## config.mk

```make
export PLATFORM = sky130hd
export DESIGN_NAME = regfile_sb_flat
export DESIGN_NICKNAME = d
export VERILOG_FILES = /design/src/rtl/regfile_sb_if.sv /design/src/rtl/regfile_sb.sv /design/src/flat_wrapper.sv
export SDC_FILE = /design/constraint.sdc
export NUM_CORES = 2
export LEC_CHECK = 0
export CAP_MARGIN = 40
export CORE_MARGIN = 2
export CORE_UTILIZATION = 35
export CTS_CLUSTER_SIZE = 12
export DETAILED_ROUTE_END_ITERATION = 10
export PLACE_DENSITY = 0.59
export SYNTH_ARGS = -nofsm -noshare
export SYNTH_HDL_FRONTEND = slang
export SYNTH_SLANG_ARGS = --single-unit
export TNS_END_PERCENT = 1
```

## constraint.sdc

```tcl
create_clock -name CLK -period 5.6 [get_ports CLK]
set_clock_uncertainty 0.2 [all_clocks]
set_input_delay 0.56 -clock CLK [delete_from_list [all_inputs] [get_ports CLK]]
set_output_delay 0.56 -clock CLK [all_outputs]
set_load 0.02 [all_outputs]
```

## src/rtl/regfile_sb_if.sv

```systemverilog
`timescale 1ns/1ps
`default_nettype none
// ============================================================================
//  Module   : regfile_sb_if
//  Purpose  : Bundle of decode/writeback/issue signals between the pipeline
//             and the scoreboarded register file.
//  Modports : master - pipeline side (drives addresses, write and issue)
//             slave  - register file side (drives read data, hazards, count)
//  Signals  : raddr1..3 / rdata1..3  read ports
//             we, waddr, wdata        writeback port
//             issue, issue_addr       destination being marked pending
//             hazard1..3, stall       pending-read indications
//             pend_cnt                number of pending registers
//  Revision : 1.0 - initial release
// ============================================================================
interface regfile_sb_if #(
  parameter int DATA_W = 32,
  parameter int ADDR_W = 5
);
  logic [ADDR_W-1:0] raddr1;
  logic [ADDR_W-1:0] raddr2;
  logic [ADDR_W-1:0] raddr3;
  logic [DATA_W-1:0] rdata1;
  logic [DATA_W-1:0] rdata2;
  logic [DATA_W-1:0] rdata3;
  logic              we;
  logic [ADDR_W-1:0] waddr;
  logic [DATA_W-1:0] wdata;
  logic              issue;
  logic [ADDR_W-1:0] issue_addr;
  logic              hazard1;
  logic              hazard2;
  logic              hazard3;
  logic              stall;
  logic [ADDR_W:0]   pend_cnt;

  modport master (
    output raddr1, raddr2, raddr3, we, waddr, wdata, issue, issue_addr,
    input  rdata1, rdata2, rdata3, hazard1, hazard2, hazard3, stall, pend_cnt
  );

  modport slave (
    input  raddr1, raddr2, raddr3, we, waddr, wdata, issue, issue_addr,
    output rdata1, rdata2, rdata3, hazard1, hazard2, hazard3, stall, pend_cnt
  );
endinterface
`default_nettype wire

```

## src/rtl/regfile_sb.sv

```systemverilog
`timescale 1ns/1ps
`default_nettype none
// ============================================================================
//  Module   : regfile_sb
//  Purpose  : General-purpose register file with three combinational read
//             ports, one synchronous write port and a pending-write
//             scoreboard (one pend bit per register plus a pending count).
//  Ports    : CLK   - clock, rising edge
//             Reset - asynchronous, active-low; clears registers/scoreboard
//             bus   - regfile_sb_if.slave (read, writeback, issue, hazards)
//  Params   : DATA_W   register width
//             ADDR_W   address width, NREG = 2**ADDR_W
//             ZERO_REG 1 = register 0 reads zero and is never written/pending
//  Macro    : REGFILE_BYPASS_EN - when defined, a same-cycle write to a read
//             address forwards wdata and masks that port's hazard
//             (write-first); otherwise reads are read-first.
//  Revision : 1.0 - initial release
// ============================================================================
module regfile_sb #(
  parameter int DATA_W   = 32,
  parameter int ADDR_W   = 5,
  parameter int ZERO_REG = 1
) (
  input wire          CLK,
  input wire          Reset,
  regfile_sb_if.slave bus
);

  localparam int   c_NREG    = 1 << ADDR_W;
  localparam int   c_NPORT   = 3;
  localparam logic c_ZERO_EN = (ZERO_REG != 0);

  logic [DATA_W-1:0]  r_regs [c_NREG];
  logic [c_NREG-1:0]  r_pend;
  logic [ADDR_W:0]    r_pendCnt;

  logic               w_wrOk;
  logic               w_issOk;
  logic               w_cntInc;
  logic               w_cntDec;
  logic [c_NREG-1:0]  w_pendNext;
  logic [ADDR_W-1:0]  w_raddr  [c_NPORT];
  logic [DATA_W-1:0]  w_rdata  [c_NPORT];
  logic [c_NPORT-1:0] w_hazard;

  // Qualified write/issue. Gating with Reset keeps the bypass path from
  // presenting wdata while the file is held in reset.
  assign w_wrOk  = Reset && bus.we    && !(c_ZERO_EN && (bus.waddr == '0));
  assign w_issOk = Reset && bus.issue && !(c_ZERO_EN && (bus.issue_addr == '0));

  // Count tracks the population of pend: it rises only on a 0->1 issue and
  // falls only when a write clears a set bit that is not re-issued on the
  // same edge, so it can neither exceed the number of pendable registers
  // nor underflow.
  assign w_cntInc = w_issOk && !r_pend[bus.issue_addr];
  assign w_cntDec = w_wrOk && r_pend[bus.waddr] &&
                    !(w_issOk && (bus.issue_addr == bus.waddr));

  // Clear first, then set: a same-address issue overrides the writeback so
  // a back-to-back producer keeps the register pending.
  always_comb begin
    w_pendNext = r_pend;
    if (w_wrOk) begin
      w_pendNext[bus.waddr] = 1'b0;
    end
    if (w_issOk) begin
      w_pendNext[bus.issue_addr] = 1'b1;
    end
  end

  always_ff @(posedge CLK or negedge Reset) begin
    if (!Reset) begin
      for (int i = 0; i < c_NREG; i++) begin
        r_regs[i] <= '0;
      end
      r_pend    <= '0;
      r_pendCnt <= '0;
    end else begin
      if (w_wrOk) begin
        r_regs[bus.waddr] <= bus.wdata;
      end
      r_pend    <= w_pendNext;
      r_pendCnt <= r_pendCnt + {{ADDR_W{1'b0}}, w_cntInc}
                             - {{ADDR_W{1'b0}}, w_cntDec};
    end
  end

  assign w_raddr[0] = bus.raddr1;
  assign w_raddr[1] = bus.raddr2;
  assign w_raddr[2] = bus.raddr3;

  for (genvar p = 0; p < c_NPORT; p++) begin : g_rdPort
    logic w_isZero;
    assign w_isZero = c_ZERO_EN && (w_raddr[p] == '0);
`ifdef REGFILE_BYPASS_EN
    logic w_byp;
    assign w_byp       = w_wrOk && (bus.waddr == w_raddr[p]);
    assign w_rdata[p]  = w_isZero ? '0 : (w_byp ? bus.wdata : r_regs[w_raddr[p]]);
    assign w_hazard[p] = r_pend[w_raddr[p]] && !w_byp;
`else
    assign w_rdata[p]  = w_isZero ? '0 : r_regs[w_raddr[p]];
    assign w_hazard[p] = r_pend[w_raddr[p]];
`endif
  end

  assign bus.rdata1   = w_rdata[0];
  assign bus.rdata2   = w_rdata[1];
  assign bus.rdata3   = w_rdata[2];
  assign bus.hazard1  = w_hazard[0];
  assign bus.hazard2  = w_hazard[1];
  assign bus.hazard3  = w_hazard[2];
  assign bus.stall    = |w_hazard;
  assign bus.pend_cnt = r_pendCnt;

endmodule
`default_nettype wire

```

## src/flat_wrapper.sv

```systemverilog
// flat-port wrapper written by rule: the top's interface ports become plain ports
module regfile_sb_flat 
#(
  parameter int DATA_W   = 32,
  parameter int ADDR_W   = 5,
  parameter int ZERO_REG = 1
)
  (CLK, Reset, bus_raddr1, bus_raddr2, bus_raddr3, bus_we, bus_waddr, bus_wdata, bus_issue, bus_issue_addr, bus_rdata1, bus_rdata2, bus_rdata3, bus_hazard1, bus_hazard2, bus_hazard3, bus_stall, bus_pend_cnt);
  regfile_sb_if #(.DATA_W(DATA_W), .ADDR_W(ADDR_W)) bus_i ();
  input wire CLK;
  input wire Reset;
  input wire logic [$bits(bus_i.raddr1)-1:0] bus_raddr1;
  input wire logic [$bits(bus_i.raddr2)-1:0] bus_raddr2;
  input wire logic [$bits(bus_i.raddr3)-1:0] bus_raddr3;
  input wire logic [$bits(bus_i.we)-1:0] bus_we;
  input wire logic [$bits(bus_i.waddr)-1:0] bus_waddr;
  input wire logic [$bits(bus_i.wdata)-1:0] bus_wdata;
  input wire logic [$bits(bus_i.issue)-1:0] bus_issue;
  input wire logic [$bits(bus_i.issue_addr)-1:0] bus_issue_addr;
  output wire logic [$bits(bus_i.rdata1)-1:0] bus_rdata1;
  output wire logic [$bits(bus_i.rdata2)-1:0] bus_rdata2;
  output wire logic [$bits(bus_i.rdata3)-1:0] bus_rdata3;
  output wire logic [$bits(bus_i.hazard1)-1:0] bus_hazard1;
  output wire logic [$bits(bus_i.hazard2)-1:0] bus_hazard2;
  output wire logic [$bits(bus_i.hazard3)-1:0] bus_hazard3;
  output wire logic [$bits(bus_i.stall)-1:0] bus_stall;
  output wire logic [$bits(bus_i.pend_cnt)-1:0] bus_pend_cnt;
  assign bus_i.raddr1 = bus_raddr1;
  assign bus_i.raddr2 = bus_raddr2;
  assign bus_i.raddr3 = bus_raddr3;
  assign bus_i.we = bus_we;
  assign bus_i.waddr = bus_waddr;
  assign bus_i.wdata = bus_wdata;
  assign bus_i.issue = bus_issue;
  assign bus_i.issue_addr = bus_issue_addr;
  assign bus_rdata1 = bus_i.rdata1;
  assign bus_rdata2 = bus_i.rdata2;
  assign bus_rdata3 = bus_i.rdata3;
  assign bus_hazard1 = bus_i.hazard1;
  assign bus_hazard2 = bus_i.hazard2;
  assign bus_hazard3 = bus_i.hazard3;
  assign bus_stall = bus_i.stall;
  assign bus_pend_cnt = bus_i.pend_cnt;
  regfile_sb #(.DATA_W(DATA_W), .ADDR_W(ADDR_W), .ZERO_REG(ZERO_REG)) u_core (.CLK(CLK), .Reset(Reset), .bus(bus_i));
endmodule
```

==> summary.txt <==
Power
  – Power Dens Cells: 311 nW/um^2
  – P_sw: 6.54 mW
  – Leak pwr: 31.2 nW
  – Clk pwr share: 35.9%
  – Max VDD drop: 289 uV
  – Sequential share of power: 41.6%
  – Pint: 16.7 mW
  – Sw frac: 28.2%
  – Combinational power share: 22.6%

Floorplan
  – Full die area: 189000 sq um
  – DIE HEIGHT: 434 microns
  – Chip width: 434 microns
  – I/O pins: 167
  – Rows: 157
  – Core Footprint: 184000 sq um
  – Starting Density: 35.3%

Min path
  – Hold-critical path endpoint: u_core.r_regs[1006]
  – Hold WC Path Type: reg2reg
  – Hold Path Origin: u_core.r_regs[1006]
  – Worst Hold Depth: 0

Detailed routing
  – Via-to-Cell Ratio: 6.17
  – Antenna Nets Post-Route: 0
  – Detailed Routing Iterations Pass 1: 5
  – Wire length on met3: 13500 microns
  – Number of DRC markers in iteration 0: 3615
  – WL final: 215000 microns
  – Highest metal used: met4
  – Routed WL per cell: 32.3 microns
  – Met2 wire length: 106000 microns
  – DR vias: 40.9k
  – M1 WL: 86400 microns
  – DR DRC count: 0

Setup path
  – Most frequent CP cell: mux4_2
  – Req. time, crit path: 4.84 ns
  – CP max FO: 58
  – Top Family by Delay on Critical Path: buffers and inverters
  – Slowest stage delay, CP: 0.77 ns
  – Crit start category: input pin
  – R2r startpoint: u_core.r_pend[3]
  – R2R Path End: u_core.bus.pend_cnt[4]
  – CP Capture Type: primary output
  – WS Path Type: in2out
  – Arrival @ worst endpoint: 3.57 ns
  – Crit path cell chain: buf_8 > buf_12 > mux4_2 > mux4_2 > inv_1 > o21ai_0 > clkdlybuf4s50_1
  – Cells on worst reg2reg path: 11
  – Crit-path slowest cell: clkdlybuf4s50_1
  – R2R setup slack: 2.09 ns
  – CP bufs+invs: 4

Layout
  – # nets final: 4140
  – Ratio of cells with drive above 1 in the final layout: 58.3%
  – Most frequent cells in the layout: dfrtp_1 (1062), mux2_2 (998), mux4_2 (994), clkdlybuf4s50_1 (150), nand2_1 (135)
  – Area Overhead vs Synth: 15.3%
  – Most common cell after layout, fill and taps aside: dfrtp_1
  – Post-route cell area: 74700 sq um

Synthesis
  – Post-Syn Nets: 4142
  – Yosys cell types: 49
  – Number of enable flip-flop cells after synthesis: 0
  – Post-Syn Area: 64800 sq um
  – Yosys warns: 0
  – Post-Synthesis Cells: 4074
  – Mapped Avg Cell Area: 15.9 sq um
  – Async set-reset flop share out of synthesis: 100%
  – Yosys reg bits: 1062
  – Sequential fraction of the synthesis area: 41.0%
  – Synth Flop Type: dfrtp_1

CTS
  – Total number of H-tree levels: 3
  – Setup repair bufs after CTS: 0
  – CTS tree: done
  – Post-CTS Resized: 0
  – Root Buffer: clkbuf_16
  – Clk buf depth: 3
  – CTS buffer count: 117
  – Sink Count: 1062
  – Clk slew on worst S/H paths: 0.06 ns
  – CTS Hold Bufs: 2
  – Worst-skew pair later-pin latency: 0.79 ns

Timing
  – RSZ-0062 raised after global routing: no
  – Hold Vio Cnt, Final: 0
  – Post-layout min period: 4.33 ns
  – Slew Viols, Final: 0
  – Max-slew headroom: 35.0%
  – Final setup viols: 0
  – Crit share post-route: 77.3%
  – Fmax: 231 MHz
  – Least-Margin Pin Slew: 0.972 ns
  – Final TNS setup: 0 ns

Global route
  – First-pass GRT wire length: 313000 microns
  – Largest net degree at the start of global routing: 155
  – Tot GR Track Use: 22.9%
  – GR Overflow Total: 0
  – Initial antenna violation count: 12
  – Vias in the first global route: 42.8k

Placed design
  – Area after DPL: 70600 sq um
  – PortBufs: 166
  – HPWL after DPL: 130000 microns
  – GP Congestion: 0.837

Outcome
  – Result of the run: finished clean

Run
  – Max_cap viols: 0
[sequential cells by signal, indices dropped and copies added (netlist names)]
signal               flops
u_core.r_pend           32
u_core.r_regs         1024
u_core.bus.pend_cnt      6
[cell type report]
cell class	count	area [sq um]
inverters	124	465
well taps	2464	3080
repair buffers	364	4420
diodes	3	7.51
flip-flops and latches	1062	26600
multi-input cells	2403	36100
clock buffers	178	3530
fillers	16600	109000
clock inverters	41	606
[per-stage QoR]
| step | power (mW) | hold WS, ns | instances | setup slack (ns) | utilization (%) |
|---|---|---|---|---|---|
| 2_1_floorplan | 13.2 | 0.0644 | 4074 | 2.04 | - |
| 3_3_place_gp | 14.8 | 0.193 | 6357 | 0.668 | 37.8 |
| 3_5_place_dp | 15.0 | 0.195 | 6415 | 0.846 | 38.4 |
| 4_1_cts | 23.4 | 0.216 | 6636 | 1.28 | 40.7 |
| 5_1_grt | 24.2 | 0.227 | 6639 | 1.21 | 40.7 |
| 6_report | 23.2 | 0.214 | 6639 | 1.27 | 40.7 |
[cells in the mapped netlist (3+ instances only)]
library cell | count | area, sq um
mux2_2 | 998 | 11200
dfrtp_1 | 1062 | 26600
a22oi_1 | 5 | 37.5
buf_2 | 136 | 681
o21ai_0 | 116 | 581
o22ai_1 | 5 | 31.3
o2111ai_1 | 3 | 26.3
mux2i_1 | 14 | 140
nor4_1 | 3 | 18.8
clkbuf_1 | 268 | 1010
buf_1 | 80 | 300
nand3b_1 | 3 | 22.5
nand2b_1 | 3 | 18.8
ha_1 | 6 | 75.1
xor2_1 | 3 | 26.3
xnor2_1 | 7 | 61.3
nand3_1 | 7 | 35.0
nand2_1 | 150 | 563
and2_1 | 3 | 18.8
nor2_1 | 27 | 101
inv_1 | 124 | 465
mux4_2 | 994 | 22400
nor2b_1 | 8 | 50.1
or3_1 | 3 | 18.8
a22o_1 | 6 | 52.6
nor3_1 | 4 | 20.0
a21oi_1 | 6 | 30.0
[worst max path at each step]
stage / end / cells past startpoint / from / slack [ns]
floorplan: u_core.bus.pend_cnt[4] / 15 / bus_issue_addr[0] / 2.04
CTS: bus_rdata2[21] / 8 / bus_raddr2[0] / 1.28
global route: bus_rdata2[21] / 8 / bus_raddr2[0] / 1.21
finish: bus_rdata1[28] / 7 / bus_raddr1[1] / 1.27
global placement: u_core.r_regs[954] / 6 / bus_waddr[0] / 0.67
detailed placement: u_core.bus.pend_cnt[4] / 12 / bus_waddr[0] / 0.85
[logic make-up (layout without fill, tap and decap cells)]
kind of cell	count (synthesis)	count (layout)	synth area share (%)
compound gates	158	158	1.40
flops	1062	1062	41.0
buf+inv	609	707	3.79
xor+xnor	10	10	0.135
simple gates	222	222	1.46
other cells	0	3	0
mux	2006	2006	52.1
fa+ha+maj	7	7	0.147
[layer usage]
metal / vias up / GRT usage, %
li1: 16200 / -
met1: 22700 / 30.3
met2: 1625 / 37.8
met3: 407 / 3.60
met4: 0 / 9.23
met5: - / 0
[power by group through the flow]
stage               logic [mW]  clock network, mW  registers (mW)
finish                    5.24               8.34            9.66
global route              5.56               8.83            9.81
CTS                       5.28               8.50            9.62
detailed placement        5.26                  0            9.76
global placement          5.15                  0            9.68
floorplan                 3.71                  0            9.46
No activity file was read; power rests on OpenSTA's default activity.
==> variant, RTL diff (same flow settings) <==
`ZERO_REG` is set to 1 in 2 places; all go to 0. Comments in the files are not updated.
--- a/src/rtl/regfile_sb.sv
+++ b/src/rtl/regfile_sb.sv
@@ -20,5 +20,5 @@
   parameter int DATA_W   = 32,
   parameter int ADDR_W   = 5,
-  parameter int ZERO_REG = 1
+  parameter int ZERO_REG = 0
 ) (
   input wire          CLK,
--- a/src/flat_wrapper.sv
+++ b/src/flat_wrapper.sv
@@ -4,5 +4,5 @@
   parameter int DATA_W   = 32,
   parameter int ADDR_W   = 5,
-  parameter int ZERO_REG = 1
+  parameter int ZERO_REG = 0
 )
   (CLK, Reset, bus_raddr1, bus_raddr2, bus_raddr3, bus_we, bus_waddr, bus_wdata, bus_issue, bus_issue_addr, bus_rdata1, bus_rdata2, bus_rdata3, bus_hazard1, bus_hazard2, bus_hazard3, bus_stall, bus_pend_cnt);
Function: not settled (the Yosys comparison gave no result); the edit may change what the design does.
==> variant against the unedited design <==
  * Sequential cell count unchanged
  * Critical path depth is 2 higher
  * Design area about the same
  * Routed wire length fell by 1.2%
  * Total power is 1.5% higher
  * Synthesized area barely moved
  * Maximum frequency shrank 3.1%
  * Worst setup slack got worse by 0.14 ns
==> variant: results (changes against the unedited design) <==
- Total power draw: 23.59 mW (+1.5%)
- Fillers: 16580 (-0.20%)
- Sequential area share after synthesis: 40.96% (about the same)
- TritonCTS Buffers: 121 (+3.4%)
- Static leakage: 31.09 nW (-0.21%)
- Hold Crit Class: in -> async
- Worst slack, placed: 1.033 ns (+0.1875 ns)
- DPL Wire Length: 123700 um (-4.8%)
- Nets@finish: 3938 (-4.9%)
- Commonest cells in the netlist: mux2_2, dfrtp_1, mux4_2, clkbuf_1, buf_2
- Synth unique cells: 44 (-10%)
- GPL Wtd Cong: 0.8416 (+0.55%)
- Vias: 40200 (-1.8%)
- P_sw: 6.629 mW (+1.3%)
- Area after DPL: 70520 sq um (about the same)
- Total GRT Usage: 22.67% (-0.24 points)
- Seq power: 9.76 mW (+1%)
- CP max stage delay: 0.59 ns (-0.18 ns)
- Avg WL per Cell: 32.84 um (+1.6%)
- Share of cells above drive strength 1: 63.92% (+5.6 points)
- Status: finished, final reports clean
- Largest net degree at the start of global routing: 160 (+3.2%)
- Clock Power: 8.39 mW (+0.6%)
- Initial DRC Count: 3561 (-1.5%)
- Synth Net Count: 3915 (-5.5%)
- Inst Count DP: 6224 (-3.0%)
- Top cells by area, synth: dfrtp_1, mux4_2, mux2_2, clkbuf_1, buf_2
- Max VDD drop: 0.2859 mV (-1.2%)
- CP arrival: 3.71 ns (+0.14 ns)
- Finished Cell Area: 74780 sq um (about the same)
- Critical path peak fanout: 65 (+12%)
- Max_slew headroom: 31.22% (-3.8 points)
[variant: critical path: cells and delay by family]
| kind | cells | cell delay [ns] |
|---|---|---|
| buffers and inverters | 3 | 1.50 |
| AO/OA/AOI/OAI | 4 | 0.79 |
| AND/OR/NAND/NOR | 2 | 0.67 |
[variant: cells by family after synthesis]
| kind of cell | Yosys count | share of synthesized area [%] |
|---|---|---|
| adders and majority gates | 7 | 0.1466 |
| muxes | 2134 | 54.27 |
| DFF | 1062 | 40.96 |
| AOI/OAI and AO/OA | 63 | 0.6827 |
| and+or+nand+nor | 98 | 0.8042 |
| xor gates and xnor gates | 10 | 0.1350 |
| buffers and inverters | 473 | 3.001 |
[variant: area by class of cell]
class | instances | share of cell area (%)
Timing Repair Buffer | 342 | 5.563
Sequential cell | 1062 | 35.54
Clock buffer | 180 | 4.747
Clock inverter | 45 | 0.8902
Tap cell | 2480 | 4.150
Multi-Input combinational cell | 2312 | 48.94
Antenna cell | 4 | 0.01339
Inverter | 31 | 0.1556
[variant: worst paths after layout]
path,start,endpoint,slack [ns],depth (start not counted)
max,bus_raddr2[0],bus_stall,1.13,9
min,Reset,u_core.r_regs[57],0.31,3
max reg2reg,u_core.r_pend[12],u_core.bus.pend_cnt[4],2.04,15
min reg2reg,u_core.r_regs[699],u_core.r_regs[699],0.34,1
max in group asynchronous,Reset,u_core.r_regs[840],2.84,5
min in group CLK,u_core.r_regs[699],u_core.r_regs[699],0.34,1
[variant: what timing repair did]
action / 4_1_cts / 5_1_grt
setup endpoints to repair: 0 / 0
hold buffers: 2 / 0
hold endpoints to repair: 216 / 0
[variant: layer usage]
metal  wire length (um)  track usage [%]  vias up
li1                   -                -    15780
met1              86050            30.15    22380
met2             103200            36.88     1616
met3              14360            4.075      419
met4               8339            8.977       14
met5                 84                0        -
